--- config.mk ---
export PLATFORM = sky130hd
export DESIGN_NAME = ps2_cmd_sched
export DESIGN_NICKNAME = d
export VERILOG_FILES = /design/src/rtl/ps2_pkg.sv /design/src/rtl/ps2_tmo_timer.sv /design/src/rtl/ps2_cmd_sched.sv
export SDC_FILE = /design/constraint.sdc
export NUM_CORES = 1
export LEC_CHECK = 0
export CAP_MARGIN = 25
export CORE_ASPECT_RATIO = 1.1
export CORE_UTILIZATION = 50
export CTS_BUF_LIST = sky130_fd_sc_hd__clkbuf_16
export DETAILED_ROUTE_END_ITERATION = 8
export HOLD_SLACK_MARGIN = 0.12
export PLACE_DENSITY = 0.76
export SLEW_MARGIN = 20
export SYNTH_ARGS = -nofsm -noshare
export SYNTH_HDL_FRONTEND = slang
export SYNTH_SLANG_ARGS = --single-unit
--- constraint.sdc ---
create_clock -name clk -period 2.3 [get_ports clk]
set_clock_uncertainty 0.2 [all_clocks]
set_input_delay 0.46 -clock clk [delete_from_list [all_inputs] [get_ports clk]]
set_output_delay 0.46 -clock clk [all_outputs]
set_load 0.02 [all_outputs]
--- src/rtl/ps2_pkg.sv ---
// Shared PS/2 command constants, scheduler state encoding and fail codes.
package ps2_pkg;

   localparam logic [7:0] CMD_ED = 8'hED;
   localparam logic [7:0] CMD_F3 = 8'hF3;
   localparam logic [7:0] CMD_FF = 8'hFF;
   localparam logic [7:0] RSP_FA = 8'hFA;
   localparam logic [7:0] RSP_FE = 8'hFE;
   localparam logic [7:0] RSP_AA = 8'hAA;
   localparam logic [7:0] RSP_FC = 8'hFC;

   localparam int unsigned ST_W = 3;
   localparam logic [2:0] ST_IDLE     = 3'd0;
   localparam logic [2:0] ST_SEND     = 3'd1;
   localparam logic [2:0] ST_WAIT_TX  = 3'd2;
   localparam logic [2:0] ST_WAIT_ACK = 3'd3;
   localparam logic [2:0] ST_WAIT_BAT = 3'd4;
   localparam logic [2:0] ST_FINISH   = 3'd5;

   localparam logic [1:0] FAIL_NONE    = 2'd0;
   localparam logic [1:0] FAIL_RETRY   = 2'd1;
   localparam logic [1:0] FAIL_BAT_TMO = 2'd2;
   localparam logic [1:0] FAIL_BAT_ERR = 2'd3;

   // Description of one host-to-device command sequence.
   typedef struct packed {
      logic [7:0] cmd;
      logic [7:0] arg;
      logic       two_byte;
      logic       wait_bat;
   } seq_t;

   function automatic seq_t led_seq(input logic [2:0] v);
      seq_t s;
      s.cmd      = CMD_ED;
      s.arg      = {5'b0, v};
      s.two_byte = 1'b1;
      s.wait_bat = 1'b0;
      return s;
   endfunction

   function automatic seq_t rate_seq(input logic [7:0] v);
      seq_t s;
      s.cmd      = CMD_F3;
      s.arg      = v & 8'h7F;
      s.two_byte = 1'b1;
      s.wait_bat = 1'b0;
      return s;
   endfunction

   function automatic seq_t rst_seq();
      seq_t s;
      s.cmd      = CMD_FF;
      s.arg      = 8'h00;
      s.two_byte = 1'b0;
      s.wait_bat = 1'b1;
      return s;
   endfunction

endpackage

--- src/rtl/ps2_tmo_timer.sv ---
// Saturating timeout counter: counts while enabled, one-cycle pulse on reaching limit.
module ps2_tmo_timer #(
   parameter int unsigned WIDTH = 16
) (
   input  logic             clk,
   input  logic             rst_n,
   input  logic             en,
   input  logic             clr,
   input  logic [WIDTH-1:0] limit,
   output logic             tc_c
);

   logic [WIDTH-1:0] cnt_q;
   logic             hit_q;

   assign tc_c = en & ~hit_q & (cnt_q == limit);

   always_ff @(posedge clk or negedge rst_n) begin
      if (!rst_n) begin
         cnt_q <= '0;
         hit_q <= 1'b0;
      end else if (clr) begin
         cnt_q <= '0;
         hit_q <= 1'b0;
      end else if (en) begin
         if (cnt_q != limit) cnt_q <= cnt_q + WIDTH'(1);
         if (tc_c) hit_q <= 1'b1;
      end
   end

endmodule

--- src/rtl/ps2_cmd_sched.sv ---
// PS/2 host command scheduler: arbitrates LED/typematic/reset requests and
// runs each command sequence with ACK, resend and BAT handling.
module ps2_cmd_sched
   import ps2_pkg::*;
#(
   parameter int unsigned ACK_TMO   = 48000,
   parameter int unsigned BAT_TMO   = 24'd9600000,
   parameter int unsigned MAX_RETRY = 3
) (
   input  logic       clk,
   input  logic       rst_n,
   input  logic       led_req,
   input  logic [2:0] led_val,
   input  logic       rate_req,
   input  logic [7:0] rate_val,
   input  logic       kbd_rst_req,
   output logic       tx_write,
   output logic [7:0] tx_data,
   input  logic       tx_done,
   input  logic       tx_err,
   input  logic       rx_valid,
   input  logic [7:0] rx_data,
   output logic       key_valid,
   output logic [7:0] key_data,
   output logic       busy,
   output logic       cmd_done,
   output logic       cmd_fail,
   output logic [1:0] fail_code
);

   localparam int unsigned TMR_MAX = (ACK_TMO > BAT_TMO) ? ACK_TMO : BAT_TMO;
   localparam int unsigned TMR_W   = (TMR_MAX < 2) ? 1 : $clog2(TMR_MAX + 1);
   localparam int unsigned RTY_W   = (MAX_RETRY < 2) ? 1 : $clog2(MAX_RETRY + 1);

   logic [ST_W-1:0]  state_q, state_d;
   seq_t             seq_q, seq_d;
   logic             byte_idx_q, byte_idx_d;
   logic [RTY_W-1:0] retry_q, retry_d;
   logic [7:0]       tx_data_d;
   logic [1:0]       fail_code_d;
   logic             cmd_fail_d;

   logic             led_pend_q, rate_pend_q, rst_pend_q;
   logic [2:0]       led_val_q;
   logic [7:0]       rate_val_q;
   logic             led_take_c, rate_take_c, rst_take_c;
   logic             start_c, retry_c;

   logic             tmr_en_c, tmr_clr_c, tmo_c;
   logic [TMR_W-1:0] tmr_limit_c;
   logic             rx_consume_c;

   assign rx_consume_c = (state_q == ST_WAIT_ACK) | (state_q == ST_WAIT_BAT);
   assign tmr_en_c     = rx_consume_c;
   assign tmr_clr_c    = (state_d != state_q);
   assign tmr_limit_c  = (state_q == ST_WAIT_BAT) ? TMR_W'(BAT_TMO) : TMR_W'(ACK_TMO);

   ps2_tmo_timer #(.WIDTH(TMR_W)) u_tmr (
      .clk   (clk),
      .rst_n (rst_n),
      .en    (tmr_en_c),
      .clr   (tmr_clr_c),
      .limit (tmr_limit_c),
      .tc_c  (tmo_c)
   );

   // Next-state and sequence bookkeeping.
   always_comb begin
      state_d     = state_q;
      seq_d       = seq_q;
      byte_idx_d  = byte_idx_q;
      retry_d     = retry_q;
      tx_data_d   = tx_data;
      fail_code_d = fail_code;
      cmd_fail_d  = 1'b0;
      led_take_c  = 1'b0;
      rate_take_c = 1'b0;
      rst_take_c  = 1'b0;
      start_c     = 1'b0;
      retry_c     = 1'b0;

      case (state_q)
         ST_IDLE: begin
            if (rst_pend_q) begin
               rst_take_c = 1'b1;
               seq_d      = rst_seq();
               start_c    = 1'b1;
            end else if (led_pend_q) begin
               led_take_c = 1'b1;
               seq_d      = led_seq(led_val_q);
               start_c    = 1'b1;
            end else if (rate_pend_q) begin
               rate_take_c = 1'b1;
               seq_d       = rate_seq(rate_val_q);
               start_c     = 1'b1;
            end
            if (start_c) begin
               byte_idx_d  = 1'b0;
               retry_d     = '0;
               fail_code_d = FAIL_NONE;
               tx_data_d   = seq_d.cmd;
               state_d     = ST_SEND;
            end
         end
         ST_SEND: state_d = ST_WAIT_TX;
         ST_WAIT_TX: begin
            if (tx_done)     state_d = ST_WAIT_ACK;
            else if (tx_err) retry_c = 1'b1;
         end
         ST_WAIT_ACK: begin
            // A received byte always wins over a coincident timeout.
            if (rx_valid) begin
               if (rx_data == RSP_FA) begin
                  if (seq_q.wait_bat) begin
                     state_d = ST_WAIT_BAT;
                  end else if (seq_q.two_byte && !byte_idx_q) begin
                     byte_idx_d = 1'b1;
                     retry_d    = '0;
                     tx_data_d  = seq_q.arg;
                     state_d    = ST_SEND;
                  end else begin
                     state_d = ST_FINISH;
                  end
               end else if (rx_data == RSP_FE) begin
                  retry_c = 1'b1;
               end
            end else if (tmo_c) begin
               retry_c = 1'b1;
            end
         end
         ST_WAIT_BAT: begin
            if (rx_valid) begin
               if (rx_data == RSP_AA) begin
                  state_d = ST_FINISH;
               end else if (rx_data == RSP_FC) begin
                  state_d     = ST_IDLE;
                  cmd_fail_d  = 1'b1;
                  fail_code_d = FAIL_BAT_ERR;
               end
            end else if (tmo_c) begin
               state_d     = ST_IDLE;
               cmd_fail_d  = 1'b1;
               fail_code_d = FAIL_BAT_TMO;
            end
         end
         ST_FINISH: state_d = ST_IDLE;
         default:   state_d = ST_IDLE;
      endcase

      if (retry_c) begin
         if (retry_q == RTY_W'(MAX_RETRY)) begin
            state_d     = ST_IDLE;
            cmd_fail_d  = 1'b1;
            fail_code_d = FAIL_RETRY;
         end else begin
            retry_d = retry_q + RTY_W'(1);
            state_d = ST_SEND;
         end
      end
   end

   always_ff @(posedge clk or negedge rst_n) begin
      if (!rst_n) begin
         state_q     <= ST_IDLE;
         seq_q       <= '0;
         byte_idx_q  <= 1'b0;
         retry_q     <= '0;
         tx_write    <= 1'b0;
         tx_data     <= 8'h00;
         key_valid   <= 1'b0;
         key_data    <= 8'h00;
         busy        <= 1'b0;
         cmd_done    <= 1'b0;
         cmd_fail    <= 1'b0;
         fail_code   <= FAIL_NONE;
         led_pend_q  <= 1'b0;
         rate_pend_q <= 1'b0;
         rst_pend_q  <= 1'b0;
         led_val_q   <= 3'b000;
         rate_val_q  <= 8'h00;
      end else begin
         state_q    <= state_d;
         seq_q      <= seq_d;
         byte_idx_q <= byte_idx_d;
         retry_q    <= retry_d;
         tx_write   <= (state_d == ST_SEND);
         tx_data    <= tx_data_d;
         busy       <= (state_d != ST_IDLE);
         cmd_done   <= (state_d == ST_FINISH);
         cmd_fail   <= cmd_fail_d;
         fail_code  <= fail_code_d;
         key_valid  <= rx_valid & ~rx_consume_c;
         if (rx_valid && !rx_consume_c) key_data <= rx_data;
         // A new request in the service cycle stays pending with its new value.
         led_pend_q  <= led_req | (led_pend_q & ~led_take_c);
         rate_pend_q <= rate_req | (rate_pend_q & ~rate_take_c);
         rst_pend_q  <= kbd_rst_req | (rst_pend_q & ~rst_take_c);
         if (led_req)  led_val_q  <= led_val;
         if (rate_req) rate_val_q <= rate_val;
      end
   end

endmodule

==> results of run 1 <==
==> synth_stat cells, drive strengths merged, types with 2 or more instances <==
| master | instances | area (um2) |
|---|---|---|
| o21a | 4 | 30.03 |
| nor3b | 3 | 27.52 |
| or3b | 2 | 17.52 |
| mux2i | 3 | 30.03 |
| xnor2 | 19 | 166.4 |
| clkbuf | 7 | 26.28 |
| and4 | 2 | 17.52 |
| a21oi | 10 | 50.05 |
| or4b | 2 | 23.77 |
| nand2b | 8 | 50.05 |
| nand3 | 8 | 40.04 |
| o211a | 2 | 20.02 |
| o21ai | 28 | 151.4 |
| nor2 | 47 | 226.5 |
| or3 | 8 | 50.05 |
| dfrtp | 83 | 2077 |
| inv | 11 | 41.29 |
| o22ai | 3 | 18.77 |
| nor2b | 3 | 18.77 |
| nor4 | 5 | 31.28 |
| nand4 | 10 | 62.56 |
| nand2 | 44 | 165.2 |
| buf | 8 | 60.05 |
| nor3 | 10 | 55.05 |
| a22oi | 3 | 22.52 |
| nand3b | 2 | 15.01 |
| a211oi | 2 | 20.02 |
| a21o | 5 | 38.79 |
| o211ai | 2 | 20.02 |
| ha | 3 | 37.54 |
| and3 | 5 | 31.28 |
| or4 | 3 | 26.27 |
| mux2 | 17 | 191.4 |
| nor4b | 5 | 58.80 |
==> report_power, final <==
group / internal (W) / switching [W] / total [W]
sequential: 0.00178 / 0.000184 / 0.00197
clock: 0.000862 / 0.000628 / 0.00149
combinational: 0.000823 / 0.000940 / 0.00176
total: 0.00347 / 0.00175 / 0.00522
==> timing repair <==
| action | in CTS | in global routing |
|---|---|---|
| resized for setup | 3 | 14 |
| hold buffers | 1 | 0 |
| endpoints found under the setup margin | 35 | 35 |
| pin swaps | 1 | 5 |
| buffers inserted | 1 | 3 |
| endpoints found under the hold margin | 16 | 0 |
| cloned | 0 | 0 |
==> layout make-up <==
type / count / area [um2]
Fill cell: 569 / 2147
Sequential cell: 83 / 2077
Multi-Input combinational cell: 278 / 1878
Timing Repair Buffer: 112 / 1013
Clock buffer: 9 / 225.2
Tap cell: 105 / 131.4
Clock inverter: 7 / 83.83
Inverter: 11 / 41.29
==> worst max-delay path, stage by stage (launching register included) <==
cell and delay, ns:
sky130_fd_sc_hd__dfrtp_1 0.39, sky130_fd_sc_hd__or4b_4 0.56, sky130_fd_sc_hd__nor4b_4 0.34, sky130_fd_sc_hd__buf_4 0.17
sky130_fd_sc_hd__o2111a_2 0.24, sky130_fd_sc_hd__nor3_2 0.07, sky130_fd_sc_hd__o21ai_4 0.17, sky130_fd_sc_hd__buf_12 0.21
sky130_fd_sc_hd__nor2_1 0.07
==> layer usage <==
metal / up-vias / share of wire, % / global-route usage (%) / wire length, um
met3: 12 / 3.9 / 3.945 / 368
met4: 0 / 1.5 / 11.20 / 142
met2: 94 / 53 / 43.29 / 4954
met1: 1617 / 42 / 29.38 / 3893
li1: 1580 / - / - / -
met5: - / 0 / 0 / 0
==> cell families after synthesis <==
group,count (synthesis),synth area share (%)
AND/OR/NAND/NOR,170,23.57
flip-flops,83,51.76
AO/OA/AOI/OAI,65,10.66
buffers and inverters,26,3.180
XOR/XNOR,20,4.366
multiplexers,20,5.519
adder cells (fa/ha/maj),3,0.9356
==> flip-flops by register name, indices dropped and copies added, names as in the netlist <==
name,flops
busy,1
byte_idx_q,1
cmd_done,1
cmd_fail,1
fail_code,2
key_data,8
key_valid,1
led_pend_q,1
led_val_q,3
rate_pend_q,1
rate_val_q,7
retry_q,2
rst_pend_q,1
seq_q,16
state_q,3
tx_data,8
tx_write,1
u_tmr.cnt_q,24
u_tmr.hit_q,1
==> per-stage QoR <==
stage	setup slack, ns	TNS, ns
3_5_place_dp	-0.5573	-17.99
4_1_cts	-0.2254	-6.083
3_3_place_gp	-0.5011	-16.43
6_report	-0.2242	-6.508
5_1_grt	-0.3110	-8.995
2_1_floorplan	-0.008786	-0.1751
==> final timing paths <==
kind,start,endpoint,cells past startpoint
worst max-delay path,u_tmr.cnt_q[10],u_tmr.cnt_q[23],8
worst min-delay path,seq_q[7],seq_q[7],2
worst max register to register,u_tmr.cnt_q[10],u_tmr.cnt_q[23],8
worst min register to register,seq_q[7],seq_q[7],2
max in group asynchronous,rst_n,byte_idx_q,3
min in group asynchronous,rst_n,busy,2
==> results by stage, run 1 <==
Critical path:
- In this run the worst path has a maximum fanout of 25.
- The setup slack of the worst register-to-register path is -0.22 ns.
- The required time reported for the critical path endpoint is 2.32 ns.
- The arrival time of data at the critical path endpoint is 2.54 ns.
- The sort of element at the end of the critical path is a register.
- STA classifies the critical path startpoint as a register.
- The setup path with the least slack is of type register to register.

STA:
- Setup repair after global routing could not meet its margin everywhere.
- Hold timing on the final database bottoms out at a slack of 0.2706 ns.
- Setup violations remaining at the end of the flow were counted as 35.
- The setup slack after layout is -0.2242 ns.
- The max-slew headroom at the worst pin is 64.84%.
- The count of final hold-check violations came to 0.
- The worst-margin pin slew is 0.5255 ns.
- The final critical path time including I/O delays and setup is 2.524 ns.
- The achievable frequency is 396.2 MHz.
- The final count of pins violating max slew is 0.
- The share of the clock period used by the worst path after layout is 109.7%.

Placed design:
- Summing all placed instances gives a cell area of 5034 um2.
- At the end of routability-driven placement, the weighted congestion stood at 0.9577.
- Once detailed placement completed, the half-perimeter wirelength came to 6614 um.
- The number of placed instances, taps included, is 584.
- Buffers placed on the I/O ports in this run total 48.

Logic synthesis:
- The Yosys step of the flow raised 0 warnings.
- The number of distinct standard cells referenced by the synthesized netlist is 56.
- The average cell area after synthesis is 10.37 um2.
- The number of flops mapped to enable cells by yosys is 0.
- Counting every net in the synthesized netlist gives 417.
- The most frequently used flop master after synthesis is sky130_fd_sc_hd__dfrtp_1.
- Counting flops with an async set or reset pin after synthesis yields a share of 100.0%.
- The post-synth design cell area is 4013 um2.
- The instance count of the mapped netlist is 387.
- After synthesis, flip-flops and latches occupy 51.76% of the total area.
- The count of state elements after synthesis is 83.

Pwr:
- IR analysis of the VDD net gives a maximum drop of 669.4 uV.
- The leakage power of the design is 2.341 nW.
- The total power is 0.005220 W.
- The power per cell area is 957.7 nW/um2.

Die:
- Once the floorplan was initialized, standard cells occupied 52.82% of the core.
- The die area is 8388 um2.
- The die is 95.96 um tall.
- The floorplan has 33 rows.
- The core region is 7597 um2.
- The floorplan step set the die width to 87.42 um.
- 50 I/O pins were placed.

Finish:
- The final core utilization is 71.74%.
- The number of antenna cells inserted is 0.
- The finished layout holds 605 standard cells, fillers aside.
- Relative to the synthesized area, the layout overhead comes to 35.83%.
- At the end of the flow, the number of nets in the layout was 525.
- In the layout the commonest cells are sky130_fd_sc_hd__dfrtp_1 (83), sky130_fd_sc_hd__buf_4 (59), sky130_fd_sc_hd__clkdlybuf4s50_1 (46).
- After routing the design area is 5450 um2.
- The ratio of cells with drive above 1 in the final layout is 28.00%.
- The library cell used most frequently in the layout, excluding fill and tap cells, is sky130_fd_sc_hd__dfrtp_1.

Global routing:
- The first global-routing pass estimated 15490 um of wire.
- The via count of the first global-routing pass is 3407.
- The pin count of the biggest net entering global routing is 68.
- The overall global routing resource usage is 24.52%.
- The initial antenna violation count is 0.
- The global-route congestion overflow total is 0.

Drt:
- After detailed routing, the total wire length is 9358 um.
- The number of design-rule violations left by the first detailed-router iteration is 126.
- The average vias per placed instance is 5.460.
- The final routed DRC violation total is 0.
- The total number of vias is 3303.
- The average routed wire per standard cell is 15.47 um.
- The detail route stage leaves a number of antenna-violating nets equal to 0.
- For this run, the detailed router's first-pass iteration total came to 4.

Clock tree:
- Clock-pin slew was measured on the worst setup and hold paths at 0.07 ns.
- The tree built by TritonCTS fans out to 83 sinks.
- The number of buffers inserted during clock tree synthesis is 9.
- The H-tree was split into 3 levels.
- The clock reaches the later pin of the worst-skew pair after 0.34 ns.
- CTS placed an instance of sky130_fd_sc_hd__clkbuf_16 at the clock tree root.
- The clock tree from TritonCTS is yes.
- The deepest clock path buffer count is 2.

Outcome:
- The run finished, with violations left.
- The final reports fail on setup timing.

Hold path:
- The kind of path behind the tightest hold check is register to register.

Run:
- The tool flagged a number of max-cap violations equal to 0.
Note: power is estimated with default switching activity, not from simulation.
==> run 2, diff against run 1 <==
--- a/config.mk
+++ b/config.mk
@@ -12,7 +12,6 @@
 export DETAILED_ROUTE_END_ITERATION = 8
 export HOLD_SLACK_MARGIN = 0.12
 export PLACE_DENSITY = 0.76
-export SLEW_MARGIN = 20
 export SYNTH_ARGS = -nofsm -noshare
 export SYNTH_HDL_FRONTEND = slang
 export SYNTH_SLANG_ARGS = --single-unit
==> results of run 2 <==
The final DEF is identical to that of run 1; final timing and power are the same.
